--- src/rtl/qpsk_symbol_mapper.sv ---
// QPSK symbol mapper: turns a packetised byte stream into Gray-mapped sc16 IQ samples,
// SPS samples per symbol, four symbols per byte (bits [7:6] first).
// Output item: {I[15:0], Q[15:0]}, two's complement.
// Optional feature macro: QPSK_DIFF_ENC_EN (differential phase encoding across symbols).
module qpsk_symbol_mapper #(
    parameter int unsigned SPS        = 4,
    parameter int          AMP        = 11585,
    parameter int unsigned ZERO_STUFF = 0
) (
    input  logic        ce_clk,
    input  logic        ce_rst_n,
    input  logic        enable,
    input  logic [7:0]  s_axis_tdata,
    input  logic        s_axis_tlast,
    input  logic        s_axis_tvalid,
    output logic        s_axis_tready,
    output logic [31:0] m_axis_tdata,
    output logic        m_axis_tlast,
    output logic        m_axis_tvalid,
    input  logic        m_axis_tready,
    output logic        busy
);

    typedef enum logic {StIdle, StEmit} state_e;

    localparam logic [15:0] AmpPos   = 16'(AMP);
    localparam logic [15:0] AmpNeg   = 16'(-AMP);
    localparam logic [3:0]  SampLast = 4'(SPS - 1);

    state_e      state_q, state_d;
    logic [7:0]  byte_q;
    logic        last_q;
    logic [1:0]  sym_q;
    logic [3:0]  samp_q;

    logic        s_hs, m_hs;
    logic        samp_wrap, final_samp;
    logic [1:0]  sign_sel;   // {I negative, Q negative}

    function automatic logic [1:0] dibit_of(input logic [7:0] b, input logic [1:0] idx);
        logic [1:0] d;
        unique case (idx)
            2'd0: d = b[7:6];
            2'd1: d = b[5:4];
            2'd2: d = b[3:2];
            2'd3: d = b[1:0];
        endcase
        return d;
    endfunction

    assign samp_wrap  = (samp_q == SampLast);
    assign final_samp = (sym_q == 2'd3) && samp_wrap;
    assign s_hs       = s_axis_tvalid && s_axis_tready;
    assign m_hs       = m_axis_tvalid && m_axis_tready;

    // State register
    always_ff @(posedge ce_clk or negedge ce_rst_n) begin
        if (!ce_rst_n) state_q <= StIdle;
        else           state_q <= state_d;
    end

    // Next-state: a byte accepted on the final sample keeps us in EMIT with no bubble
    always_comb begin
        state_d = state_q;
        unique case (state_q)
            StIdle: if (s_hs) state_d = StEmit;
            StEmit: if (m_hs && final_samp && !s_hs) state_d = StIdle;
        endcase
    end

    // Outputs: all driven from registers; only s_axis_tready looks at m_axis_tready
    always_comb begin
        s_axis_tready = 1'b0;
        m_axis_tvalid = 1'b0;
        m_axis_tdata  = 32'h0;
        m_axis_tlast  = 1'b0;
        busy          = 1'b0;
        unique case (state_q)
            StIdle: s_axis_tready = enable;
            StEmit: begin
                s_axis_tready = enable && final_samp && m_axis_tready;
                m_axis_tvalid = 1'b1;
                busy          = 1'b1;
                m_axis_tlast  = last_q && final_samp;
                if (!((ZERO_STUFF != 0) && (samp_q != 4'd0))) begin
                    m_axis_tdata = {sign_sel[1] ? AmpNeg : AmpPos,
                                    sign_sel[0] ? AmpNeg : AmpPos};
                end
            end
        endcase
    end

    // Byte/tlast capture and symbol/sample counters; counters hold under backpressure
    always_ff @(posedge ce_clk or negedge ce_rst_n) begin
        if (!ce_rst_n) begin
            byte_q <= 8'h0;
            last_q <= 1'b0;
            sym_q  <= 2'd0;
            samp_q <= 4'd0;
        end else if (s_hs) begin
            byte_q <= s_axis_tdata;
            last_q <= s_axis_tlast;
            sym_q  <= 2'd0;
            samp_q <= 4'd0;
        end else if (m_hs) begin
            if (samp_wrap) begin
                samp_q <= 4'd0;
                sym_q  <= sym_q + 2'd1;
            end else begin
                samp_q <= samp_q + 4'd1;
            end
        end
    end

`ifdef QPSK_DIFF_ENC_EN
    // phase_q holds the accumulated phase of the symbol currently being emitted
    logic [1:0] phase_q, phase_d, phase_base;

    function automatic logic [1:0] phase_inc(input logic [1:0] d);
        logic [1:0] inc;
        unique case (d)
            2'b00: inc = 2'd0;
            2'b01: inc = 2'd1;
            2'b11: inc = 2'd2;
            2'b10: inc = 2'd3;
        endcase
        return inc;
    endfunction

    // A new byte starts from zero phase if the previous byte closed a packet
    assign phase_base = ((state_q == StEmit) && last_q) ? 2'd0 : phase_q;

    // Phase next-state: advance once per symbol, clear at the end of a tlast byte
    always_comb begin
        phase_d = phase_q;
        if (s_hs) begin
            phase_d = phase_base + phase_inc(s_axis_tdata[7:6]);
        end else if (m_hs && samp_wrap) begin
            if (final_samp) phase_d = last_q ? 2'd0 : phase_q;
            else            phase_d = phase_q + phase_inc(dibit_of(byte_q, sym_q + 2'd1));
        end
    end

    // Phase register
    always_ff @(posedge ce_clk or negedge ce_rst_n) begin
        if (!ce_rst_n) phase_q <= 2'd0;
        else           phase_q <= phase_d;
    end

    // Phase to quadrant signs: 0 (+,+), 1 (-,+), 2 (-,-), 3 (+,-)
    always_comb begin
        unique case (phase_q)
            2'd0: sign_sel = 2'b00;
            2'd1: sign_sel = 2'b10;
            2'd2: sign_sel = 2'b11;
            2'd3: sign_sel = 2'b01;
        endcase
    end
`else
    // Direct Gray mapping: dibit bit 1 sets I sign, bit 0 sets Q sign
    always_comb begin
        sign_sel = dibit_of(byte_q, sym_q);
    end
`endif

endmodule
--- config.mk ---
export PLATFORM = sky130hd
export DESIGN_NAME = qpsk_symbol_mapper
export DESIGN_NICKNAME = d
export VERILOG_FILES = /design/src/rtl/qpsk_symbol_mapper.sv
export SDC_FILE = /design/constraint.sdc
export NUM_CORES = 1
export LEC_CHECK = 0
export CAP_MARGIN = 10
export CORE_MARGIN = 3
export CORE_UTILIZATION = 40
export DETAILED_ROUTE_END_ITERATION = 10
export GPL_TIMING_DRIVEN = 0
export MAX_ROUTING_LAYER = met4
export PLACE_DENSITY = 0.87
export SETUP_SLACK_MARGIN = 0.1
export SYNTH_ARGS = -nofsm -noshare
export SYNTH_HDL_FRONTEND = slang
export SYNTH_SLANG_ARGS = --single-unit
--- constraint.sdc ---
create_clock -name ce_clk -period 2.35 [get_ports ce_clk]
set_clock_uncertainty 0.2 [all_clocks]
set_input_delay 0.5875 -clock ce_clk [delete_from_list [all_inputs] [get_ports ce_clk]]
set_output_delay 0.5875 -clock ce_clk [all_outputs]
set_load 0.02 [all_outputs]
==> out/metrics.csv <==
stage,metric,value,unit
worst_setup_path,Critical Path Most Common Cell,buf_6,
worst_setup_path,R2R Path Start,sym_q[0],
floorplan,Boundary Pins,50,
clock_tree,CTS Sinks,16,
global_route,GR peak layer,met2,
clock_tree,Clock Latency Late Sink,0.30,ns
routing,Routed WL,3296,µm
worst_setup_path,CP peak stage delay,0.49,ns
worst_setup_path,reg2reg setup slack,0.33,ns
worst_setup_path,critical path launch point,sym_q[0],
clock_tree,htree depth,1,
worst_hold_path,Hold Path Depth,1,
floorplan,Rows,18,
routing,DRC errors left,0,
placed_design,# port buffers,49,
logic_synthesis,post-synth top area share,36.74,%
logic_synthesis,Syn Area/Cell,9.998,µm²
clock_tree,CTS tree,built,
logic_synthesis,cells after synthesis,109,
routing,routed length per instance,16.24,µm
logic_synthesis,largest family of logic cells by synthesized area,buffers and inverters,
worst_hold_path,Hold EP,byte_q[5],
worst_setup_path,critical path's slowest cell,dfrtp_2,
floorplan,Die H,58.20,µm
logic_synthesis,number of flops mapped to enable cells by yosys,0,
logic_synthesis,post-synthesis compound-gate area fraction,6.544,%
worst_setup_path,Worst Path Required,1.56,ns
worst_setup_path,worst r2r dst,byte_q[6],
logic_synthesis,Synth Area in Simple Gates,13.20,%
timing,# setup viols final,30,
floorplan,total core area,2522,µm²
worst_setup_path,crit path DAT,2.06,ns
global_route,largest net degree at the start of global routing,17,
global_route,GR Util met1,22.47,%
routing,1st-iter DRT viols,38,
routing,Post-DRT Antenna Nets,0,
pwr,Flop pwr share,12.5,%
cells_and_area,antenna diode count,0,
timing,fin crit share,121.3,%
timing,RSZ-0062 raised after global routing,true,
timing,final setup margin,-0.5001,ns
logic_synthesis,"Cell Area, Synth",1090,µm²
pwr,PD cells,1933,nW/µm²
routing,via count,997,
placed_design,RD Place Congestion,0.7628,
logic_synthesis,"count leader, synth",buf_4,
pwr,Int Power,2.307,mW
clock_tree,Clock transition at path regs,0.10,ns
pwr,P_leak,0.9465,nW
logic_synthesis,Ys Warns,0,
status,outcome,"finished, violations left",
pwr,clock share of power,5.0,%
worst_setup_path,R2R depth,6,
status,failing checks,setup timing,
routing,Via-to-Cell Ratio,4.911,
logic_synthesis,ys async rst share,100.0,%
pwr,Sw Pwr,1.570,mW
worst_setup_path,startpoint type of the worst setup path,flip-flop,
logic_synthesis,Synth Register Bits,16,
global_route,GR Util met3,2.673,%
timing,slew margin rel.,53.10,%
flow_run,Max-cap violations,0,
timing,Fmax achieved,0.3509,GHz
logic_synthesis,Synth Area in Adders,5.741,%
worst_setup_path,kind of critical path,reg2out,
worst_setup_path,Worst Setup End Kind,output pin,
timing,Final min period,2.850,ns
cells_and_area,Layout area overhead,84.04,%
global_route,GR Util met2,37.10,%
placed_design,pre-CTS WS,-0.7946,ns
floorplan,Die Wd,58.20,µm
pwr,Worst VDD drop,1.919,mV
floorplan,Initial Util,43.20,%
logic_synthesis,Synth Area in XOR/XNOR,0.8037,%
timing,setup TNS,-14.12,ns
floorplan,full die area,3387,µm²
global_route,vias in the first global route,1091,
logic_synthesis,syn_nets,128,
pwr,Logic pwr share,82.5,%
pwr,switching share of power,40.50,%
logic_synthesis,Yosys top cell by area,dfrtp_1,
logic_synthesis,ys flop type,dfrtp_1,
clock_tree,number of CTS-inserted buffers,3,
worst_hold_path,min-delay src,byte_q[5],
logic_synthesis,register area share after synthesis,36.74,%
worst_hold_path,worst min-delay path class,reg2reg,
global_route,total grt overflow,0,
logic_synthesis,"top cells by area, synth","dfrtp_1, buf_4, mux2_1",
cells_and_area,fin nets,193,
clock_tree,Root Buffer,clkbuf_4,
routing,DR pass1 iterations,4,
worst_setup_path,crit path cell chain,"ha_4, a222oi_1, mux2i_2, nor2b_4, buf_6, buf_6",
global_route,gr usage total,20.55,%
logic_synthesis,post-synthesis mux area share,13.89,%
clock_tree,Clock Tree Buf Depth,2,
logic_synthesis,most frequent cells after synthesis,"buf_4, dfrtp_1, mux2_1, inv_1",
cells_and_area,Fillers,153,
worst_setup_path,CP max FO,5,
cells_and_area,share of layout cells above drive strength 1,58.38,%
timing,worst slew pin tran,0.7014,ns
placed_design,Final HPWL DP,1910,µm
logic_synthesis,Yosys cell types,25,
clock_tree,hold-fix buffer count after cts,0,
global_route,initial antenna violation count,0,
global_route,first-pass GRT wire length,5126,µm
timing,final hold violations,0,
timing,"Slew Viols, Final",0,
worst max-delay path by stage:
stage                             to  slack [ns]  depth (start not counted)
finish              m_axis_tdata[26]       -0.50                          6
global route        m_axis_tdata[27]       -0.62                          6
CTS                 m_axis_tdata[27]       -0.49                          7
global placement       s_axis_tready       -0.78                          5
detailed placement     s_axis_tready       -0.79                          5
floorplan           m_axis_tdata[10]        0.07                          5
kinds of logic after synthesis:
kind of cell             after synthesis
flip-flops                            16
adder cells (fa/ha/maj)                5
buffers and inverters                 37
multiplexers                          14
AO/OA/AOI/OAI                         11
AND/OR/NAND/NOR                       25
XOR/XNOR                               1
power by group through the flow:
stage	Combinational, mW	Sequential [mW]	Clock [mW]
6_report	3.20	0.485	0.193
3_5_place_dp	2.54	0.472	0
5_1_grt	3.36	0.501	0.205
4_1_cts	3.10	0.468	0.189
2_1_floorplan	1.58	0.447	0
3_3_place_gp	2.49	0.461	0
cells in the final DEF, fill, tap and decap left out, drive strengths merged:
cell type       n
inv             6
mux2i           5
nand3b          1
clkdlybuf4s15   1
or3             1
o211ai          2
clkbuf          5
nor2b           5
nor2            2
a21oi           2
nand2           5
o22ai           1
or3b            1
nand4           1
xor2            1
dfrtp          16
mux2            9
dlymetal6s2s    3
ha              5
clkdlybuf4s50  13
a222oi          2
buf            71
and2            5
nand3           5
nand4bb         1
o21ai           4
metrics by stage:
| stage | hold WS, ns | power (mW) | util [%] | cells | area [µm²] |
|---|---|---|---|---|---|
| 3_5_place_dp | 0.2742 | 3.009 | 65.87 | 188 | 1662 |
| 6_report | 0.2947 | 3.877 | 79.51 | 203 | 2006 |
| 2_1_floorplan | 0.09191 | 2.030 | - | 109 | 1134 |
| 4_1_cts | 0.2955 | 3.758 | 77.03 | 204 | 1943 |
| 5_1_grt | 0.3346 | 4.070 | 79.51 | 203 | 2006 |
| 3_3_place_gp | 0.2702 | 2.948 | 65.87 | 188 | 1662 |
timing repair:
action                                  CTS  global route
cloned                                    2             0
resized for setup                       229            16
pin swaps                                13             5
endpoints found under the setup margin   36            35
hold endpoints to repair                  0             0
buffers inserted                         10             1
sequential cells by signal (all words and copies together) (netlist names):
register / cells
byte_q: 8
samp_q: 4
sym_q: 2
last_q: 1
state_q: 1
layer usage:
layer | share of wire (%) | vias to the layer above
li1 | - | 470
met2 | 55 | 45
met3 | 5.9 | 10
met4 | 2.5 | 0
met1 | 37 | 472
met5 | 0 | -
cell type report:
type | instances | area [µm²] | area share, %
Buffer | 31 | 330.3 | 16.47
Multi-Input combinational cell | 58 | 569.3 | 28.38
Clock buffer | 4 | 36.28 | 1.809
Timing Repair Buffer | 58 | 603.1 | 30.07
Tap cell | 30 | 37.54 | 1.871
Sequential cell | 16 | 404.1 | 20.15
Inverter | 6 | 25.02 | 1.248
worst max-delay path: cells and delay by family, from the launching register on:
kind / cells / cell delay (ns)
muxes: 1 / 0.20
DFF: 1 / 0.49
buffers and inverters: 2 / 0.22
and+or+nand+nor: 1 / 0.23
AOI/OAI and AO/OA: 1 / 0.42
adders and majority gates: 1 / 0.20
Power figures use the tool's default switching activity.
==> RTL edit, RTL diff (same settings) <==
Add a define of `QPSK_DIFF_ENC_EN`.
--- a/src/rtl/qpsk_symbol_mapper.sv
+++ b/src/rtl/qpsk_symbol_mapper.sv
@@ -2,6 +2,8 @@
 // SPS samples per symbol, four symbols per byte (bits [7:6] first).
 // Output item: {I[15:0], Q[15:0]}, two's complement.
 // Optional feature macro: QPSK_DIFF_ENC_EN (differential phase encoding across symbols).
+`define QPSK_DIFF_ENC_EN
+
 module qpsk_symbol_mapper #(
     parameter int unsigned SPS        = 4,
     parameter int          AMP        = 11585,
Check against the original RTL: not equivalent (a bounded check fails within 4 cycles, from zero or initial values and one cycle with ce_rst_n low).
==> RTL edit against the original RTL <==
The run still ends with setup timing left. Final cell count is 28% higher. Sequential cell count is 2 higher. Cell area is 17% higher. Synthesized area is 28% higher. Routed wire length is 27% higher. Register-to-register slack worse by 0.62 ns. Worst setup slack better by 0.21 ns. Critical endpoint is now phase_q[1]. Largest cell class unchanged.
Power is not shown: default switching activity piles up to over one toggle a cycle in this logic, so the estimate is an artifact.
==> RTL edit: results (changes against the original RTL) <==
- HPWL after DPL: 2280 microns (was 1910 microns)
- Adder-cell share of the synthesized area: 0.125 (was 0.0574)
- Largest registers: byte_q x8, samp_q x4 (was byte_q x8, samp_q x4, sym_q x2)
- Critical Path Fanout Max: 4 (was 5)
- Filler instances: 201 (was 153)
- Synthesized Nets: 172 (was 128)
- Worst setup margin: -0.289 ns (was -0.500 ns)
- Cells taking the most area after synthesis: dfrtp_1 32%, buf_4 16%, ha_1 13% (was dfrtp_1 37%, buf_4 21%, mux2_1 8.3%)
- Critical path arrival: 2.66 ns (was 2.06 ns)
- Final setup fails: 21 (was 30)
- Post-synthesis compound-gate area fraction: 0.0762 (was 0.0654)
- Netlist cell types: 31 (was 25)
- Hold Crit Endpoint: byte_q[3] (was byte_q[5])
- Hold_sp: byte_q[3] (was byte_q[5])
- Multiplexer share of the synthesized area: 0.0789 (was 0.139)
- Ratio of cells with drive above 1 in the final layout: 0.535 (was 0.584)
- Synth cell count leaders: 29 x buf_4, 18 x dfrtp_1, 15 x nand2_1, 14 x ha_1, 9 x inv_1 (was 30 x buf_4, 16 x dfrtp_1, 8 x mux2_1, 6 x inv_1)
- Pre-Repair DR Iteration Count: 4 (unchanged)
- Sequential share of the synthesized area: 0.323 (was 0.367)
- Xor/xnor share of the synthesized area: 0.0439 (was 0.00804)
- Routed wire per std cell: 16.1 microns (was 16.2 microns)
- First-pass GRT wire length: 6090 microns (was 5130 microns)
- Vias: 1,264 (was 997)
- Iter 0 DRT Violations: 54 (was 38)
- Status: finished, violations left (unchanged)
- Failing checks: setup timing (unchanged)
- Worst-Margin Slew: 0.811 ns (was 0.701 ns)
- Vias in the first global route: 1,262 (was 1,091)
- Final net count: 244 (was 193)
- GPL Wtd Cong: 0.809 (was 0.763)
- Cells on worst reg2reg path: 11 (was 6)
- Largest net degree at the start of global routing: 19 (was 17)
- Reg-to-reg critical path endpoint: phase_q[1] (was byte_q[6])
## RTL edit: cell types whose count changed after synthesis, moves of 3 or more
cell,delta
inv_1,+3
nand2_1,+10
mux2_2,+7
xnor2_1,+5
mux2_1,-8
nor2b_1,-4
nor3b_1,+3
ha_1,+9
a21oi_1,+5
mux2i_1,-3
nor2_1,+4
## RTL edit: what timing repair did
| action | 4_1_cts | 5_1_grt |
|---|---|---|
| endpoints found under the setup margin | 38 | 35 |
| pin swaps | 3 | 11 |
| buffers inserted | 18 | 7 |
| gates resized for setup | 157 | 31 |
## RTL edit: per-layer routing
metal | global-route usage | wire, microns
met1 | 0.205 | 1560
met2 | 0.363 | 2400
met3 | 0.0208 | 156
met4 | 0.0544 | 57
met5 | - | 0
## RTL edit: stage by stage
step	std cells	setup WS (ns)	cell area, sq um	TNS [ns]	hold WS (ns)
after global routing	259	-0.410	2350	-3.97	0.340
after global placement	237	-0.508	1960	-8.17	0.298
after CTS	255	-0.151	2220	-1.58	0.319
after floorplan	144	0.0117	1420	0	0.0919
after detailed placement	237	-0.511	1960	-9.55	0.296
final	259	-0.289	2350	-2.17	0.322
## RTL edit: how the worst max path moves through the flow
stage / startpoint / end / slack, ns
after CTS: sym_q[0] / phase_q[1] / -0.15
after global routing: sym_q[0] / phase_q[1] / -0.41
after detailed placement: m_axis_tready / s_axis_tready / -0.51
after floorplan: sym_q[0] / phase_q[1] / 0.01
final: sym_q[0] / phase_q[1] / -0.29
after global placement: m_axis_tready / s_axis_tready / -0.51
## RTL edit: logic make-up (layout without fill, tap and decap cells)
kind of cell | after synthesis | count (layout)
compound gates | 15 | 15
xor+xnor | 7 | 7
fa+ha+maj | 14 | 14
buf+inv | 40 | 111
flops | 18 | 18
mux | 10 | 10
simple gates | 40 | 40
## RTL edit: critical path, stage by stage, from the launching register on
cell,delay [ns]
dfrtp_2,0.45
inv_4,0.07
ha_4,0.16
a222oi_1,0.30
mux2i_1,0.16
ha_1,0.33
inv_2,0.05
ha_4,0.16
xor2_2,0.17
xnor2_1,0.20
nand4_1,0.14
a22oi_1,0.17
## RTL edit: cell type report
type / count / area share
Multi-Input combinational cell: 86 / 0.354
Timing Repair Buffer: 71 / 0.294
Sequential cell: 18 / 0.194
Buffer: 27 / 0.102
Tap cell: 44 / 0.0234
Inverter: 9 / 0.0165
Clock buffer: 4 / 0.0154
